--- src/rtl/stream_fifo_if.sv ---
// Handshake bundle for stream_fifo: write side, read side and occupancy status.
// The FIFO connects through the slave modport, producer/consumer through master.
interface stream_fifo_if #(
  parameter int WIDTH = 32,
  parameter int DEPTH = 8
);
  localparam int CW = $clog2(DEPTH + 1);

  logic             io_write_valid;
  logic             io_write_ready;
  logic [WIDTH-1:0] io_write_bits;
  logic             io_read_valid;
  logic             io_read_ready;
  logic [WIDTH-1:0] io_read_bits;
  logic [CW-1:0]    io_count;
  logic             io_almost_full;
  logic             io_almost_empty;

  modport slave (
    input  io_write_valid, io_write_bits, io_read_ready,
    output io_write_ready, io_read_valid, io_read_bits,
           io_count, io_almost_full, io_almost_empty
  );

  modport master (
    output io_write_valid, io_write_bits, io_read_ready,
    input  io_write_ready, io_read_valid, io_read_bits,
           io_count, io_almost_full, io_almost_empty
  );
endinterface

--- src/rtl/stream_fifo.sv ---
// First-word-fall-through stream FIFO with occupancy count and almost flags.
// Define STREAM_FIFO_BYPASS_EN to pass a word straight through when empty.
module stream_fifo #(
  parameter int WIDTH     = 32,
  parameter int DEPTH     = 8,
  parameter int AFULL_TH  = DEPTH - 2,
  parameter int AEMPTY_TH = 1
) (
  input  logic          io_clk,
  input  logic          io_rst_n,
  input  logic          io_flush,
  stream_fifo_if.slave  bus
);
  localparam int PW = $clog2(DEPTH);
  localparam int CW = $clog2(DEPTH + 1);
  localparam logic [CW-1:0] FULL_CNT = CW'(DEPTH);
  localparam logic [CW-1:0] AF_CNT   = CW'(AFULL_TH);
  localparam logic [CW-1:0] AE_CNT   = CW'(AEMPTY_TH);

  logic [WIDTH-1:0] mem [DEPTH];
  logic [PW-1:0]    wr_ptr, rd_ptr;
  logic [CW-1:0]    count;
  logic             empty, full;
  logic             wr_ok;
  logic             push, pop;

  assign empty = (count == '0);
  assign full  = (count == FULL_CNT);
  // Readiness deliberately ignores io_read_ready: no pass-through when full.
  assign wr_ok = io_rst_n && !full && !io_flush;

`ifdef STREAM_FIFO_BYPASS_EN
  logic bypass;
  assign bypass            = empty && bus.io_write_valid && wr_ok;
  assign bus.io_read_valid = !empty || bypass;
  assign bus.io_read_bits  = empty ? bus.io_write_bits : mem[rd_ptr];
  // A word handed straight to the consumer never touches storage.
  assign push = bus.io_write_valid && wr_ok && !(bypass && bus.io_read_ready);
  assign pop  = !empty && bus.io_read_ready;
`else
  assign bus.io_read_valid = !empty;
  assign bus.io_read_bits  = mem[rd_ptr];
  assign push = bus.io_write_valid && wr_ok;
  assign pop  = !empty && bus.io_read_ready;
`endif

  assign bus.io_write_ready  = wr_ok;
  assign bus.io_count        = count;
  assign bus.io_almost_full  = (count >= AF_CNT);
  assign bus.io_almost_empty = (count <= AE_CNT);

  // Storage is left uninitialised; only pointers and count define contents.
  always_ff @(posedge io_clk) begin
    if (push) mem[wr_ptr] <= bus.io_write_bits;
  end

  always_ff @(posedge io_clk) begin
    if (!io_rst_n || io_flush) begin
      wr_ptr <= '0;
      rd_ptr <= '0;
      count  <= '0;
    end else begin
      if (push) wr_ptr <= wr_ptr + 1'b1;
      if (pop)  rd_ptr <= rd_ptr + 1'b1;
      case ({push, pop})
        2'b10:   count <= count + 1'b1;
        2'b01:   count <= count - 1'b1;
        default: count <= count;
      endcase
    end
  end
endmodule

--- src/flat_wrapper.sv ---
// flat-port wrapper written by rule: the top's interface ports become plain ports
module stream_fifo_flat 
#(
  parameter int WIDTH     = 32,
  parameter int DEPTH     = 8,
  parameter int AFULL_TH  = DEPTH - 2,
  parameter int AEMPTY_TH = 1
)
  (io_clk, io_rst_n, io_flush, bus_io_write_valid, bus_io_write_bits, bus_io_read_ready, bus_io_write_ready, bus_io_read_valid, bus_io_read_bits, bus_io_count, bus_io_almost_full, bus_io_almost_empty);
  stream_fifo_if #(.WIDTH(WIDTH), .DEPTH(DEPTH)) bus_i ();
  input  logic io_clk;
  input  logic io_rst_n;
  input  logic io_flush;
  input wire logic [$bits(bus_i.io_write_valid)-1:0] bus_io_write_valid;
  input wire logic [$bits(bus_i.io_write_bits)-1:0] bus_io_write_bits;
  input wire logic [$bits(bus_i.io_read_ready)-1:0] bus_io_read_ready;
  output wire logic [$bits(bus_i.io_write_ready)-1:0] bus_io_write_ready;
  output wire logic [$bits(bus_i.io_read_valid)-1:0] bus_io_read_valid;
  output wire logic [$bits(bus_i.io_read_bits)-1:0] bus_io_read_bits;
  output wire logic [$bits(bus_i.io_count)-1:0] bus_io_count;
  output wire logic [$bits(bus_i.io_almost_full)-1:0] bus_io_almost_full;
  output wire logic [$bits(bus_i.io_almost_empty)-1:0] bus_io_almost_empty;
  assign bus_i.io_write_valid = bus_io_write_valid;
  assign bus_i.io_write_bits = bus_io_write_bits;
  assign bus_i.io_read_ready = bus_io_read_ready;
  assign bus_io_write_ready = bus_i.io_write_ready;
  assign bus_io_read_valid = bus_i.io_read_valid;
  assign bus_io_read_bits = bus_i.io_read_bits;
  assign bus_io_count = bus_i.io_count;
  assign bus_io_almost_full = bus_i.io_almost_full;
  assign bus_io_almost_empty = bus_i.io_almost_empty;
  stream_fifo #(.WIDTH(WIDTH), .DEPTH(DEPTH), .AFULL_TH(AFULL_TH), .AEMPTY_TH(AEMPTY_TH)) u_core (.io_clk(io_clk), .io_rst_n(io_rst_n), .io_flush(io_flush), .bus(bus_i));
endmodule
--- config.mk ---
export PLATFORM = sky130hd
export DESIGN_NAME = stream_fifo_flat
export DESIGN_NICKNAME = d
export VERILOG_FILES = /design/src/rtl/stream_fifo_if.sv /design/src/rtl/stream_fifo.sv /design/src/flat_wrapper.sv
export SDC_FILE = /design/constraint.sdc
export NUM_CORES = 1
export LEC_CHECK = 0
export CAP_MARGIN = 5
export CORE_MARGIN = 3
export CORE_UTILIZATION = 47
export DETAILED_ROUTE_END_ITERATION = 12
export PLACE_DENSITY_LB_ADDON = 0.2
export SKIP_LAST_GASP = 1
export SYNTH_ARGS = -nofsm -noshare
export SYNTH_HDL_FRONTEND = slang
export SYNTH_SLANG_ARGS = --single-unit
export TNS_END_PERCENT = 30
--- constraint.sdc ---
create_clock -name io_clk -period 5.37 [get_ports io_clk]
set_input_delay 1.074 -clock io_clk [delete_from_list [all_inputs] [get_ports io_clk]]
set_output_delay 1.074 -clock io_clk [all_outputs]
set_load 0.02 [all_outputs]
==> results of run 1 <==
-- cell families after synthesis --
group | Yosys count | share of synthesized area
flip-flops | 269 | 0.769
multiplexers | 98 | 0.176
AND/OR/NAND/NOR | 35 | 0.0188
buffers and inverters | 26 | 0.0153
AO/OA/AOI/OAI | 18 | 0.0103
adder cells (fa/ha/maj) | 7 | 0.00848
XOR/XNOR | 2 | 0.00170
-- path summary, 6_finish.rpt --
kind	end	from	cells past startpoint
worst min-delay path	u_core.wr_ptr[0]	u_core.wr_ptr[0]	2
worst min register to register	u_core.wr_ptr[0]	u_core.wr_ptr[0]	2
worst max register to register	u_core.mem[2][22]	u_core.bus.io_count[0]	5
worst max-delay path	bus_io_read_bits[1]	flip-flop	4
-- cell usage in the layout (no fill, tap or decap), types with 3 or more instances in the layout --
cell type,instances
buf_4,4
nand2b_1,4
dfxtp_1,10
nand2_1,3
clkbuf_16,28
edfxtp_1,256
a21oi_1,7
clkbuf_1,6
nor2_4,6
inv_1,7
nor2_1,5
clkinv_1,14
o21ai_0,6
mux2_2,32
ha_1,7
mux4_2,64
clkdlybuf4s50_1,76
-- area by class of cell --
class / count / area (um^2) / share of cell area
Clock buffer: 34 / 723 / 0.0591
Clock inverter: 17 / 81.3 / 0.00664
Inverter: 7 / 26.3 / 0.00215
Multi-Input combinational cell: 160 / 2280 / 0.186
Sequential cell: 269 / 7950 / 0.650
Tap cell: 275 / 344 / 0.0281
Timing Repair Buffer: 82 / 831 / 0.0679
-- metrics by stage --
step	utilization	total power, mW	cell area [um^2]	setup slack, ns
6_report	0.575	4.15	12200	1.15
2_1_floorplan	-	2.42	10300	0.912
3_5_place_dp	0.537	2.50	11400	1.42
5_1_grt	0.575	4.29	12200	0.935
4_1_cts	0.575	4.19	12200	1.04
3_3_place_gp	0.537	2.49	11400	1.48
-- sequential cells by signal (all words and copies together) (netlist names), named ones only --
signal and count:
u_core.bus.io_count 4, u_core.rd_ptr 3, u_core.mem 256, u_core.wr_ptr 3
-- per-layer routing --
layer | up-vias | share of wire | global-route usage
met5 | - | 0 | 0
met4 | 0 | 0.020 | 0.0383
met3 | 33 | 0.039 | 0.0243
met2 | 92 | 0.51 | 0.278
met1 | 2461 | 0.43 | 0.224
li1 | 2106 | - | -
-- synth_stat cells (all sizes together) (3+ instances only) --
cell type and number:
a21oi 7, buf 14, clkbuf 5, dfxtp 13, edfxtp 256, ha 7
inv 7, mux2 32, mux4 64, nand2 3, nand2b 4, nor2 11
nor3 3, o21ai 6
-- tightest hold or removal path, cell delays in order, from the launching register on --
cell and delay (ns):
dfxtp_1 0.34, o31ai_1 0.07, a21oi_1 0.06
-- power by group through the flow --
stage	Clock (mW)	Sequential (mW)	Combinational, mW
detailed placement	0	2.36	0.143
finish	1.70	2.31	0.141
global route	1.82	2.31	0.153
CTS	1.74	2.31	0.143
floorplan	0	2.35	0.0622
global placement	0	2.36	0.138
==> impl_metrics.ini, run 1 <==
[timing]
slew_viol_final = 0
hold_slack_ns = 0.517
grt_setup_unrepaired = false
min_period_ns = 4.22
clock_skew_ns = 0.00945
hold_viol = 0
max-slew-margin-rel = 0.187
finalSetupViolCount = 0
post-route-period-util = 0.785
final.setup.tns_ns = 0
worst_pin_slew_ns = 1.22
clock.fmax_mhz = 237

[power_and_ir_drop]
p_comb_frac = 0.034
intPower_mw = 3.33
p_per_area_mw_per_mm2 = 339
seqPwrFrac = 0.557
p_leak_nw = 3.74
sw_frac_of_total = 0.198
p_clk_frac = 0.409
power_switching_mw = 0.823
vdd_drop_max_mv = 0.242

[synth]
ys_types = 33
synth_top_area_frac = 0.744
synth_cells = 455
syn_avg_cell_area_um2 = 22.7
postSynth.asyncResetShare = 0
synth_fp_nets = 499
ys_ff_latch = 269
synth_warnings = 0
ys_seq_area_frac = 0.769
synth-main-ff-cell = edfxtp_1
synth_area_leader_cell = edfxtp_1
netlist_top_cells_area = edfxtp_1 74%, mux4_2 14%, mux2_2 3.5%
synthesis.area_mm2 = 0.0103
synth_edf_count = 256

[flow_run]
maxCapViolCount = 0

[global_route]
grt_usage = 0.163
grt_pass1_vias = 5229
antenna_found_initial = 0
grt_max_degree = 40
overflow = 0
grt_pass1_wl_um = 30200

[routing]
ant_nets = 0
firstDrtPassIters = 5
wl_per_cell_um = 22.4
drt_iter0_drc = 360
drt-vias-per-instance = 5.56
drt_wl_total_um = 18900
drc_errors = 0
num_vias = 4692

[floorplanning]
start_util = 0.485
fp.dieH_um = 154
die_w_um = 154
dieArea_mm2 = 0.0238
io_pins = 77
rows = 53
core_mm2 = 0.0213

[clock_network]
ctsLongestPathBuffers = 3
cts_max_level = 1
cts_tree = yes
clk_pin_slew_ns = 0.06
cts_resized = 0
clkLatencyLatePin_ns = 0.53
cts_setup_buffers = 0
clockRootBuffer = clkbuf_16
cts-buffers-inserted = 28
ctsHoldBuffers = 0
cts.sinks = 269

[finish]
drive_gt1_frac = 0.257
n_antenna_cell = 0
fill_cells = 1577
syn_to_final_growth_pct = 18.5
nNetsFinal = 592
layoutNonFillerInstCount = 844

[worst_setup_path]
timing.reg2reg.setup_slack_ns = 2.31
cp_slowest_stage_delay_ns = 0.87
path_class = reg -> out
crit_buf_inv = 2
crit_chain = buf_12 > mux4_2 > mux2_2 > clkdlybuf4s50_1
critical_path_required_ns = 4.30
slowest_stage = dfxtp_4
cp.arrival_ns = 3.14
crit_path_max_fanout = 39
start_kind = flip-flop
crit_family = flip-flops
worst_setup_path_end_kind = output pin

[place]
gp_congestion = 0.710
dp_hpwl_um = 10600
dp.cells = 793
port_buffers = 76

[worst_hold_path]
hp-class = reg -> reg

[status]
status = complete, no violations
No activity file was read; power rests on OpenSTA's default activity.
==> inputs of run 2 (changes only) <==
Clock period 5.37 ns to 3.6 ns, I/O delays scaled along.
==> impl_metrics.ini, run 2 (same netlist as run 1, synthesis figures left out) <==
[finish]
largest_reg_flops = 256
regMostFlops = u_core.mem
layoutNonFillerInstCount = 855
drive_gt1_frac = 0.295
fill_cells = 1522
layout_commonest_cell = edfxtp_1
syn_to_final_growth_pct = 21.3
mostFrequentLayoutCells = 256 x edfxtp_1, 76 x clkdlybuf4s50_1, 64 x mux4_2, 32 x mux2_2, 27 x clkbuf_16
n_antenna_cell = 0
nNetsFinal = 604
stdcell_area_mm2 = 0.0125

[timing]
finalSetupViolCount = 0
slew_viol_final = 0
postLayoutSetupSlackWorst_ns = 0.123
max-slew-margin-rel = 0.616
worst_pin_slew_ns = 0.577
clock.fmax_mhz = 288
hold_viol = 0
clock_skew_ns = 0.00932
post-route-period-util = 0.966
grt_setup_unrepaired = false
min_period_ns = 3.48

[clock_network]
clk_pin_slew_ns = 0.06
clkLatencyLatePin_ns = 0.52
ctsLongestPathBuffers = 3
cts_tree = yes
cts-buffers-inserted = 27
clockRootBuffer = clkbuf_16
cts_max_level = 1
cts.sinks = 269

[routing]
drt-vias-per-instance = 5.62
ant_nets = 0
num_vias = 4809
drt_wl_total_um = 19500
firstDrtPassIters = 4
wl_per_cell_um = 22.8
drt_iter0_drc = 310
drc_errors = 0

[worst_setup_path]
start_kind = flip-flop
critical_path_required_ns = 2.88
crit_path_max_fanout = 28
crit_chain = buf_12 > mux4_2 > mux2_2 > clkdlybuf4s50_1
cp_slowest_stage_delay_ns = 0.55
slowest_stage = mux4_2
timing.reg2reg.setup_slack_ns = 1.01
rr_startpoint = u_core.bus.io_count[0]
reg2reg_to = u_core.mem[2][12]
r2r_cells = 6
worst_setup_path_end_kind = output pin
cp.arrival_ns = 2.76
path_class = reg -> out

[floorplanning]
fp.dieH_um = 154
rows = 53
core_mm2 = 0.0213
io_pins = 77
dieArea_mm2 = 0.0238
die_w_um = 154
start_util = 0.485

[flow_run]
maxCapViolCount = 0

[place]
dp_hpwl_um = 11200
port_buffers = 76
place_ws_ns = 0.554
gp_congestion = 0.706
place_area_mm2 = 0.0116
dp.cells = 806

[global_route]
overflow = 0
grt_usage = 0.167
grt_max_degree = 35
grt_pass1_vias = 5241
grt_pass1_wl_um = 30500
antenna_found_initial = 0

[power_and_ir_drop]
p_per_area_mw_per_mm2 = 520
vdd_drop_max_mv = 0.374
total_power_mw = 6.52
p_leak_nw = 3.88

[status]
status = complete, no violations

[worst_hold_path]
holdPathStages = 2
min_from = u_core.rd_ptr[2]
hp-class = reg -> reg
[run 2: repair_timing]
item / CTS / global route
hold buffers: 0 / 0
resized for setup: 0 / 1
setup endpoints to repair: 0 / 1
buffers inserted: 0 / 0
endpoints found under the hold margin: 0 / 0
[run 2: report_power, final]
part / internal (mW) / leakage (nW) / switching [mW]
Clock: 1.73 / 0.442 / 1.12
Sequential: 3.44 / 2.41 / 0.00710
Combinational: 0.108 / 1.03 / 0.112
[run 2: metal layers]
layer,vias to the layer above,GRT usage,routed length [um]
li1,2123,-,-
met1,2546,0.230,8350
met2,116,0.282,9960
met3,24,0.0274,857
met4,0,0.0412,289
met5,-,0,0
[run 2: area by class of cell]
| class | count | area, um^2 | area share |
|---|---|---|---|
| Clock inverter | 20 | 238 | 0.0190 |
| Multi-Input combinational cell | 160 | 2290 | 0.183 |
| Inverter | 7 | 26.3 | 0.00210 |
| Timing Repair Buffer | 95 | 991 | 0.0791 |
| Sequential cell | 269 | 7960 | 0.635 |
| Clock buffer | 29 | 683 | 0.0545 |
| Tap cell | 275 | 344 | 0.0275 |
[run 2: how the worst max path moves through the flow]
stage,cells past startpoint,start,slack [ns],to
floorplan,3,io_rst_n,-0.29,u_core.mem[1][0]
global placement,5,bus_io_write_valid,0.63,u_core.mem[2][20]
detailed placement,5,io_rst_n,0.55,u_core.mem[1][15]
CTS,4,flip-flop,0.05,bus_io_read_bits[22]
global route,4,flip-flop,0.002,bus_io_read_bits[17]
finish,4,flip-flop,0.12,bus_io_read_bits[22]
[run 2: worst max-delay path: cells and delay by family, from the launching register on]
family   cells  cell delay (ns)
flops        1             0.53
mux          2             0.86
buf+inv      2             0.83
[run 2: stage by stage]
stage	TNS, ns	util	hold WS [ns]
after CTS	0	0.588	0.489
final	0	0.589	0.483
after detailed placement	0	0.545	0.480
after floorplan	-9.29	-	0.453
after global routing	0	0.589	0.527
after global placement	0	0.545	0.463
